===== src/rtl/cache_refill_ctrl.sv =====
// cache_refill_ctrl: fetches a missing cache line as LINE_WORDS sequential word reads and writes it into the cache
//   clk, rst            : clock, asynchronous active-high reset
//   cpu_addr/rd/wr, miss: CPU request and cache miss indication; a miss with a request starts a refill
//   stall               : pipeline hold, high from miss detection through the DONE cycle
//   mem_rd_*            : one-outstanding word read port (strobe/address out, data/valid in)
//   update_*            : assembled line, line-aligned address and one-cycle write strobe to the cache
//   err, err_clr        : sticky memory-timeout flag and its clear
module cache_refill_ctrl #(
    parameter int LINE_WORDS = 8,
    parameter int TIMEOUT    = 255
) (
    input  logic                    clk,
    input  logic                    rst,
    input  logic [31:0]             cpu_addr,
    input  logic                    cpu_rd_en,
    input  logic                    cpu_wr_en,
    input  logic                    miss,
    output logic                    stall,
    output logic                    mem_rd_en,
    output logic [31:0]             mem_rd_addr,
    input  logic [31:0]             mem_rd_data,
    input  logic                    mem_rd_valid,
    output logic [32*LINE_WORDS-1:0] update_data,
    output logic                    update_en,
    output logic [31:0]             refill_addr,
    output logic                    err,
    input  logic                    err_clr
);
    localparam int CW = (LINE_WORDS > 1) ? $clog2(LINE_WORDS) : 1;
    localparam int TW = (TIMEOUT > 1) ? $clog2(TIMEOUT + 1) : 1;
    localparam logic [31:0] LINE_MASK = 32'(LINE_WORDS * 4 - 1);

    typedef enum logic [2:0] {IDLE, REQ, WAIT, UPDATE, DONE} state_t;

    state_t        state, state_nxt;
    logic [CW-1:0] cnt;
    logic [TW-1:0] wcnt;
    logic          start, last, tmo;

    always_comb begin
        start       = miss && (cpu_rd_en || cpu_wr_en);
        last        = cnt == CW'(LINE_WORDS - 1);
        tmo         = !mem_rd_valid && wcnt == TW'(TIMEOUT - 1);
        // the detection term is gated by rst so every output reads 0 while reset is held
        stall       = !rst && (state != IDLE || start);
        mem_rd_en   = state == REQ;
        mem_rd_addr = mem_rd_en ? refill_addr + 32'({cnt, 2'b00}) : '0;
        update_en   = state == UPDATE;
        state_nxt   = state;
        case (state)
            IDLE:    state_nxt = start ? REQ : IDLE;
            REQ:     state_nxt = WAIT;
            WAIT:    state_nxt = mem_rd_valid ? (last ? UPDATE : REQ) : (tmo ? IDLE : WAIT);
            UPDATE:  state_nxt = DONE;
            default: state_nxt = IDLE;
        endcase
    end

    always_ff @(posedge clk or posedge rst) begin
        if (rst) begin
            state       <= IDLE;
            cnt         <= '0;
            wcnt        <= '0;
            refill_addr <= '0;
            update_data <= '0;
            err         <= 1'b0;
        end else begin
            state <= state_nxt;
            // a timeout in the same cycle as err_clr keeps the flag set
            err   <= (state == WAIT && tmo) || (err && !err_clr);
            if (state == IDLE && start) begin
                refill_addr <= cpu_addr & ~LINE_MASK;
                cnt         <= '0;
                wcnt        <= '0;
            end
            if (state == REQ)
                wcnt <= '0;
            if (state == WAIT) begin
                if (mem_rd_valid) begin
                    update_data[{cnt, 5'b0} +: 32] <= mem_rd_data;
                    if (!last)
                        cnt <= cnt + 1'b1;
                end else begin
                    wcnt <= wcnt + 1'b1;
                end
            end
        end
    end
endmodule


===== config.mk =====
export PLATFORM = sky130hd
export DESIGN_NAME = cache_refill_ctrl
export DESIGN_NICKNAME = d
export VERILOG_FILES = /design/src/rtl/cache_refill_ctrl.sv
export SDC_FILE = /design/constraint.sdc
export NUM_CORES = 1
export LEC_CHECK = 0
export BUFFER_PORTS_ARGS = -buffer_cell sky130_fd_sc_hd__buf_4
export CAP_MARGIN = 25
export CORE_ASPECT_RATIO = 1.4
export CORE_MARGIN = 8
export CORE_UTILIZATION = 51
export DETAILED_ROUTE_END_ITERATION = 8
export GPL_ROUTABILITY_DRIVEN = 1
export PLACE_DENSITY = 0.83
export SLEW_MARGIN = 10
export SYNTH_ARGS = -nofsm -noshare
export SYNTH_HDL_FRONTEND = slang
export SYNTH_SLANG_ARGS = --single-unit

===== constraint.sdc =====
create_clock -name clk -period 12.1 [get_ports clk]
set_input_delay 0.605 -clock clk [delete_from_list [all_inputs] [get_ports clk]]
set_output_delay 0.605 -clock clk [all_outputs]
set_load 0.05 [all_outputs]

== Word level (Yosys, flattened, before mapping) ==
Cells that the tools add are included.
W data, S select, Z words.
Word-level totals
  flip-flop bits (word level): 298
  input bits: 71
  output and inout port bits: 324
  word-level logic and storage cells: 47
Operators by class
  add/subtract/negate cells: 4
  equal/unequal tests: 5
  shift operators: 2
  mux-type cells: 15
  reductions and logical operators: 15
Operator list (count)
  $bwmux W256: 1
  $shift A32 B10 Y256 const A: 1
  $shiftx A32 B10 Y256: 1
  $add A32 B5 Y32: 1
  $mux W32: 1
  $mux W8: 4
  $mux W3: 4
  $pmux W3 S4: 1
  $neg A8 Y10: 1
  $add A8 B1 Y8 const B: 1
  $eq A8 B8 Y1 const B: 1
  $eq A3 B2 Y1 const B: 2
  $logic_and A1 B1 Y1: 6
  $mux W2: 3
  $add A3 B1 Y3 const B: 1
  $eq A3 B1 Y1 const B: 1
  $eq A3 B3 Y1 const B: 1
  $logic_not A1 Y1: 3
  $logic_not A3 Y1: 1
  $logic_or A1 B1 Y1: 3
  $reduce_bool A3 Y1: 1
  $reduce_and A2 Y1: 1
  $mux W1: 1

== Depth between registers and ports, before layout ==
Gate-level depths: netlist of the first run.
  depth in word-level cells: 7
  gate-level depth with buffers: 10
  gate-level depth less buffers: 6

== Least setup slack after synthesis of the first run ==
OpenSTA, ideal clock, no wires.
  path kind: reg2out
  start: register state[0]
  end: output port mem_rd_addr[2]
  arrival time: 2.231 ns
  required time: 11.495 ns
  path slack: 9.264 ns
  cell stages (with the launch flop): 6
  buffers on the path: 2
  cells stage by stage: dfrtp_1 buf_2 nor3b_1 clkbuf_1 inv_1 nor2_1
Between the ends
  word-level cells in the longest chain between the ends: 2
RTL lines
  start, declared: RTL line 35  | state_t state, state_nxt;
  start signal, assigned: RTL line 68  | state <= state_nxt;
  $eq A3 B1 Y1: RTL line 46  | mem_rd_en = state == REQ;
  via mem_rd_en: RTL line 19  | output logic mem_rd_en,
  $mux W32: RTL line 47  | mem_rd_addr = mem_rd_en ? refill_addr + 32'({cnt, 2'b00}) : '0;
  end, declared: RTL line 20  | output logic [31:0] mem_rd_addr,
The timed path passes the listed nets, and every way through them passes these cells.

== Final worst setup path of the first run ==
  start: register cnt[0]
  end: register update_data[24]
Between the ends
  word-level cells in the longest chain between the ends: 3
  elaborated cells on any way between the ends: 4
  classes of those cells: add/sub (1); shift (2); mux (1)
RTL lines
  start, declared: RTL line 36  | logic [CW-1:0] cnt;
  start signal, assigned: RTL line 82  | cnt <= cnt + 1'b1;
  $neg A8 Y10 (*): RTL line 80  | update_data[{cnt, 5'b0} +: 32] <= mem_rd_data;
  $shiftx A32 B10 Y256 / $shift A32 B10 Y256 (equally long branches): RTL line 80
  $bwmux W256 (*): RTL line 80
  end signal, assigned by index: RTL line 80
  end, declared: RTL line 23  | output logic [32*LINE_WORDS-1:0] update_data,
Mark *: on every way between the ends. The rest lies on a longest branch, timed or not.
A chain may end at the register's enable or synchronous reset.

==> results.tsv, run 1 <==
stage	metric	value	unit
route	DR vias/cell	5.44	
die	Starting Density	51.9	%
place	Placed Cells	1510	
logic_synthesis	post-synthesis mux area share	25.9	%
layout	Register Area	0.00746	mm^2
critical_path	critical path's top delay family	simple AND/OR/NAND/NOR gates	
critical_path	worst-path cell chain	inv_1 > ha_1 > ha_1 > nor4b_1 > nand3_2 > buf_4 > mux2_1	
critical_path	CP Class	reg2reg	
critical_path	Worst setup SP type	flop	
timing	final hold slack	0.246	ns
place	dpl hpwl	25700	um
logic_synthesis	Yosys warning count	0	
clocking	total CTS buffers	28	
critical_path	WP data arrival	3.88	ns
route	DR top layer	met4	
timing	Setup-failing EPs final	0	
layout	Antenna Cells	0	
layout	Finished Layout Cells	1558	
pwr	Leakage	8.77	nW
logic_synthesis	adder-cell share of the synthesized area	0.905	%
logic_synthesis	Synth Flop Type	dfrtp_1	
timing	Worst slew margin	38.3	%
clocking	clock buffer depth	3	
global_route	first-pass GRT wire length	54500	um
place	Placer Congestion	0.791	
die	DIE WIDTH	148	um
layout	fillers	1739	
layout	Multi-input gate area	0.00469	mm^2
run	max cap viols	0	
place	port bufs	382	
clocking	H-tree depth	1	
timing	Final Skew	0.0150	ns
critical_path	slowest stage delay, CP	0.78	ns
layout	Layout Nets	1311	
critical_path	CP dominant cell by count	ha_1	
timing	final setup TNS	0	ns
timing	Hold Vio Cnt, Final	0	
clocking	CTS tree	yes	
route	met2 WL	18600	um
route	DRT met1 WL	12800	um
route	Pre-antenna DRT Iters	4	
logic_synthesis	Async SR Flop Fraction	100	%
timing	RSZ-0062 raised after global routing	no	
logic_synthesis	synthesized area	0.0124	mm^2
logic_synthesis	synthesis-stage register bit count	298	
logic_synthesis	Compound-Gate Fraction of Synth Area	1.14	%
logic_synthesis	Seq/Total Area, Yosys	59.9	%
logic_synthesis	Simple-Gate Fraction of Synth Area	9.25	%
route	Post-Route WL	35600	um
clocking	clock sinks	298	
logic_synthesis	number of enable flip-flop cells after synthesis	0	
clocking	cts repair resizes	0	
route	DR vias	8475	
critical_path	Data required, critical path	12.51	ns
clocking	hold_buf cts	0	
timing	Tcrit/Tclk final	28.7	%
layout	most frequent cells in the layout	393 x buf_4, 298 x dfrtp_1, 274 x mux2_2, 116 x and2_1, 29 x clkbuf_16	
global_route	GRT Resource Usage Total	23.4	%
critical_path	critical path's slowest cell	dfrtp_1	
timing	post-route minimum period	3.47	ns
timing	Slew Viols, Final	0	
clocking	setup bufs post-CTS	0	
route	DRT antenna net count	0	
clocking	clock-pin slew on the worst setup and hold paths	0.07	ns
logic_synthesis	cell count after synthesis	847	
pwr	VDD IR max	0.000229	V
timing	f_max	288	MHz
layout	commonest non-fill, non-tap cell in the layout	buf_4	
logic_synthesis	XOR/XNOR Fraction of Synth Area	0	%
critical_path	Crit. End Element	flop	
die	height of the die	201	um
global_route	grt ovf	0	
timing	Slew @ Worst Pin	0.926	ns
route	DR WL met3	2700	um
logic_synthesis	largest family of logic cells by synthesized area	multiplexers	
die	die area	0.0297	mm^2
clocking	CTS root buffer	clkbuf_16	
logic_synthesis	mean post-synth cell area	14.7	um^2
die	core area	0.0240	mm^2
worst_hold_path	min-delay worst type	in2async	
critical_path	Worst Reg-to-Reg Cells	7	
status	run status	completed	
die	row cnt	67	
global_route	initial antenna violation count	0	
global_route	largest net degree at the start of global routing	169	
logic_synthesis	Yosys cell types	45	
pwr	power per cell area	213	mW/mm^2
route	Iter 0 DRT Violations	322	
critical_path	critical path depth in cells	7	
route	final routed DRC violation total	0	
critical_path	WP buf/inv	2	
die	num ports	395	
clocking	Clk Latency, worst-skew pair	0.53	ns
critical_path	Worst Path Max Fanout	21	
global_route	vias in the first global route	9207	
route	drt wl/cell	22.9	um
layout	layout cells sized above 1	58.7	%
layout	area grow syn2layout	33.1	%
per-stage QoR:
step / power, W / worst slack [ns] / cell area (um^2) / util [%]
2_1_floorplan: 0.00224 / 3.26 / 12500 / -
3_3_place_gp: 0.00267 / 8.49 / 15500 / 64.8
3_5_place_dp: 0.00270 / 8.56 / 15600 / 65.2
4_1_cts: 0.00356 / 8.49 / 16500 / 69.0
5_1_grt: 0.00367 / 8.44 / 16600 / 69.1
6_report: 0.00353 / 8.63 / 16600 / 69.1
worst register-to-register path, stage by stage (launching register included):
cell and delay (ns):
dfrtp_1 0.78, inv_1 0.18, ha_1 0.27, ha_1 0.41, nor4b_1 0.45, nand3_2 0.45, buf_4 0.42, mux2_1 0.38
cell usage after synthesis (all sizes together) (3+ instances only):
library cell | n | area, um^2
dfrtp | 298 | 7460
mux2 | 284 | 3200
and2 | 116 | 726
buf | 37 | 272
clkbuf | 14 | 55.1
ha | 9 | 113
inv | 9 | 33.8
nor2 | 8 | 30.0
and3 | 7 | 43.8
nand3 | 7 | 35.0
a21oi | 5 | 25.0
nor3 | 5 | 41.3
nor4b | 5 | 88.8
o21ai | 4 | 20.0
o31ai | 4 | 30.0
and3b | 3 | 26.3
nor3b | 3 | 22.5
or3 | 3 | 18.8
registers in the layout, summed over array words and instances, names as in the netlist:
register / flops
refill_addr: 27
state: 3
cnt: 3
update_data: 256
wcnt: 8
err: 1
layer usage:
layer,up-vias,track usage [%]
met5,-,0
met4,0,10.3
met3,81,6.25
met2,314,42.1
met1,4369,25.0
li1,3711,-
power by group:
group	switching [W]	internal, W
Combinational	0.000956	0.000448
Sequential	0.000115	0.00115
Clock	0.000361	0.000499
kinds of logic (layout without fill, tap and decap cells):
kind of cell,Yosys count,after routing
adder cells (fa/ha/maj),9,9
multiplexers,286,286
AO/OA/AOI/OAI,21,21
buffers and inverters,60,455
AND/OR/NAND/NOR,172,172
other,1,7
flip-flops,298,298
path summary, 6_finish.rpt:
kind,end,start,slack (ns)
min in group clk,err,err_clr,0.26
min,refill_addr[25],rst,0.25
max in group asynchronous,update_data[44],rst,10.45
max reg2reg,update_data[24],cnt[0],8.63
max,update_data[24],cnt[0],8.63
min reg2reg,update_data[216],update_data[216],0.49
area by class of cell:
cell class | instances | area share [%]
clock buffer | 42 | 5.10
clock inverter | 5 | 0.332
timing repair buffer | 399 | 18.7
tap | 310 | 2.34
multi-input combinational | 495 | 28.3
sequential | 298 | 45.0
inverter | 9 | 0.249
Power figures use the tool's default switching activity.
==> inputs of run 2 (changes only) <==
CORE_UTILIZATION = 46   (was 51)
PLACE_DENSITY = 0.79   (was 0.83)
clock period = 2.9 ns   (was 12.1 ns; I/O delays follow)
==> results.tsv, run 2 (synthesized netlist as in run 1, its figures left out) <==
stage	metric	value	unit
route	Post-Route WL	37300	um
layout	Biggest register	update_data	
layout	area grow syn2layout	41.1	%
layout	max reg flops	256	
layout	Layout Nets	1392	
timing	Hold Vio Cnt, Final	0	
route	final routed DRC violation total	0	
route	drt wl/cell	22.0	um
timing	f_max	381	MHz
global_route	GRT Resource Usage Total	22.5	%
global_route	vias in the first global route	9587	
layout	Antenna Cells	0	
place	Placed Cells	1582	
layout	commonest non-fill, non-tap cell in the layout	buf_4	
timing	Slew @ Worst Pin	0.666	ns
layout	Finished Layout Cells	1697	
timing	final setup TNS	0	ns
critical_path	worst-path cell chain	inv_1 > ha_1 > ha_1 > o31a_1 > and4b_2 > buf_12 > mux2_2	
run	max cap viols	0	
clocking	total CTS buffers	28	
global_route	first-pass GRT wire length	57200	um
timing	fin worst setup slack	0.278	ns
layout	most frequent cells in the layout	406 x buf_4, 298 x dfrtp_1, 274 x mux2_2, 116 x and2_1, 65 x dlygate4sd3_1	
critical_path	crit path from	cnt[1]	
critical_path	Worst Path Max Fanout	32	
route	Pre-antenna DRT Iters	4	
timing	Final Skew	0.0162	ns
worst_hold_path	hold_sp	miss	
critical_path	Data required, critical path	3.33	ns
layout	Regs by FF count	update_data: 256 flops, refill_addr: 27 flops, wcnt: 8 flops	
die	Starting Density	46.5	%
pwr	power per cell area	877	mW/mm^2
clocking	cts repair resizes	0	
timing	post-route minimum period	2.62	ns
critical_path	reg2reg start	cnt[1]	
clocking	clock-pin slew on the worst setup and hold paths	0.07	ns
timing	Worst slew margin	55.5	%
place	Placer Congestion	0.794	
timing	Tcrit/Tclk final	90.4	%
clocking	H-tree depth	1	
die	height of the die	211	um
status	run status	completed	
route	DR vias	8679	
critical_path	Worst setup SP type	flop	
die	num ports	395	
route	DRT antenna net count	0	
layout	layout cells sized above 1	56.8	%
clocking	CTS root buffer	clkbuf_16	
die	die area	0.0326	mm^2
place	Placement Cell Area	0.0159	mm^2
critical_path	WP data arrival	3.05	ns
layout	fillers	1935	
route	Iter 0 DRT Violations	251	
critical_path	critical path's top delay family	adder cells	
pwr	Leakage	9.19	nW
clocking	Clk Latency, worst-skew pair	0.56	ns
critical_path	CP Class	reg2reg	
critical_path	CP dominant cell by count	ha_1	
place	dpl ws	0.279	ns
clocking	clock sinks	298	
clocking	clock buffer depth	3	
pwr	VDD IR max	0.00114	V
global_route	grt ovf	0	
place	port bufs	382	
worst_hold_path	min-delay worst type	in2reg	
global_route	largest net degree at the start of global routing	95	
timing	Slew Viols, Final	0	
critical_path	slowest stage delay, CP	0.47	ns
critical_path	WP buf/inv	2	
layout	final instance area	0.0176	mm^2
die	core area	0.0267	mm^2
route	DR vias/cell	5.11	
place	dpl hpwl	26100	um
critical_path	Crit. End Element	flop	
timing	final hold slack	0.105	ns
global_route	initial antenna violation count	0	
clocking	CTS tree	yes	
critical_path	critical path's slowest cell	dfrtp_1	
die	DIE WIDTH	155	um
die	row cnt	71	
timing	RSZ-0062 raised after global routing	no	
timing	Setup-failing EPs final	0	
[run 2: area by class of cell]
cell class                      count  area (um^2)  share of cell area (%)
Clock inverter                     13          233                    1.33
Inverter                            9         37.5                   0.214
Multi-Input combinational cell    495         4690                    26.7
Tap cell                          365          457                    2.60
Timing Repair Buffer              480         3880                    22.1
Clock buffer                       37          815                    4.64
Sequential cell                   298         7460                    42.5
[run 2: worst paths after layout]
path                                    end  slack (ns)  depth (start not counted)
max                        update_data[151]        0.28                          7
min                                 wcnt[6]        0.11                          4
max reg2reg                update_data[151]        0.28                          7
min reg2reg                update_data[215]        0.49                          1
max in group asynchronous  update_data[137]        1.75                          4
min in group asynchronous   refill_addr[29]        0.26                          3
[run 2: routing by layer]
layer | wire (um) | part of all wire (%) | vias to the layer above | track usage, %
li1 | - | - | 3876 | -
met1 | 13600 | 36 | 4435 | 24.4
met2 | 19600 | 53 | 296 | 41.1
met3 | 2520 | 6.7 | 72 | 5.24
met4 | 1630 | 4.4 | 0 | 10.0
met5 | 0 | 0 | - | 0
[run 2: metrics by stage]
stage	power (W)	utilization, %
3_3_place_gp	0.0112	59.3
4_1_cts	0.0155	65.7
2_1_floorplan	0.00936	-
3_5_place_dp	0.0113	59.3
6_report	0.0154	65.7
5_1_grt	0.0160	65.7
[run 2: what timing repair did]
item                      in CTS  in global routing
buffers inserted               0                  0
hold buffers                  65                  0
hold endpoints to repair     226                  0
[run 2: tightest hold or removal path: cells and delay by family]
| kind | cells | cell delay (ns) |
|---|---|---|
| simple gates | 1 | 0.06 |
| buf+inv | 1 | 0.08 |
| mux | 1 | 0.07 |
| compound gates | 1 | 0.26 |
[run 2: power breakdown]
part | total [W] | internal (W) | switching [W]
Sequential | 0.00526 | 0.00482 | 0.000449
Clock | 0.00409 | 0.00251 | 0.00158
Combinational | 0.00605 | 0.00198 | 0.00407
Total | 0.0154 | 0.00930 | 0.00611
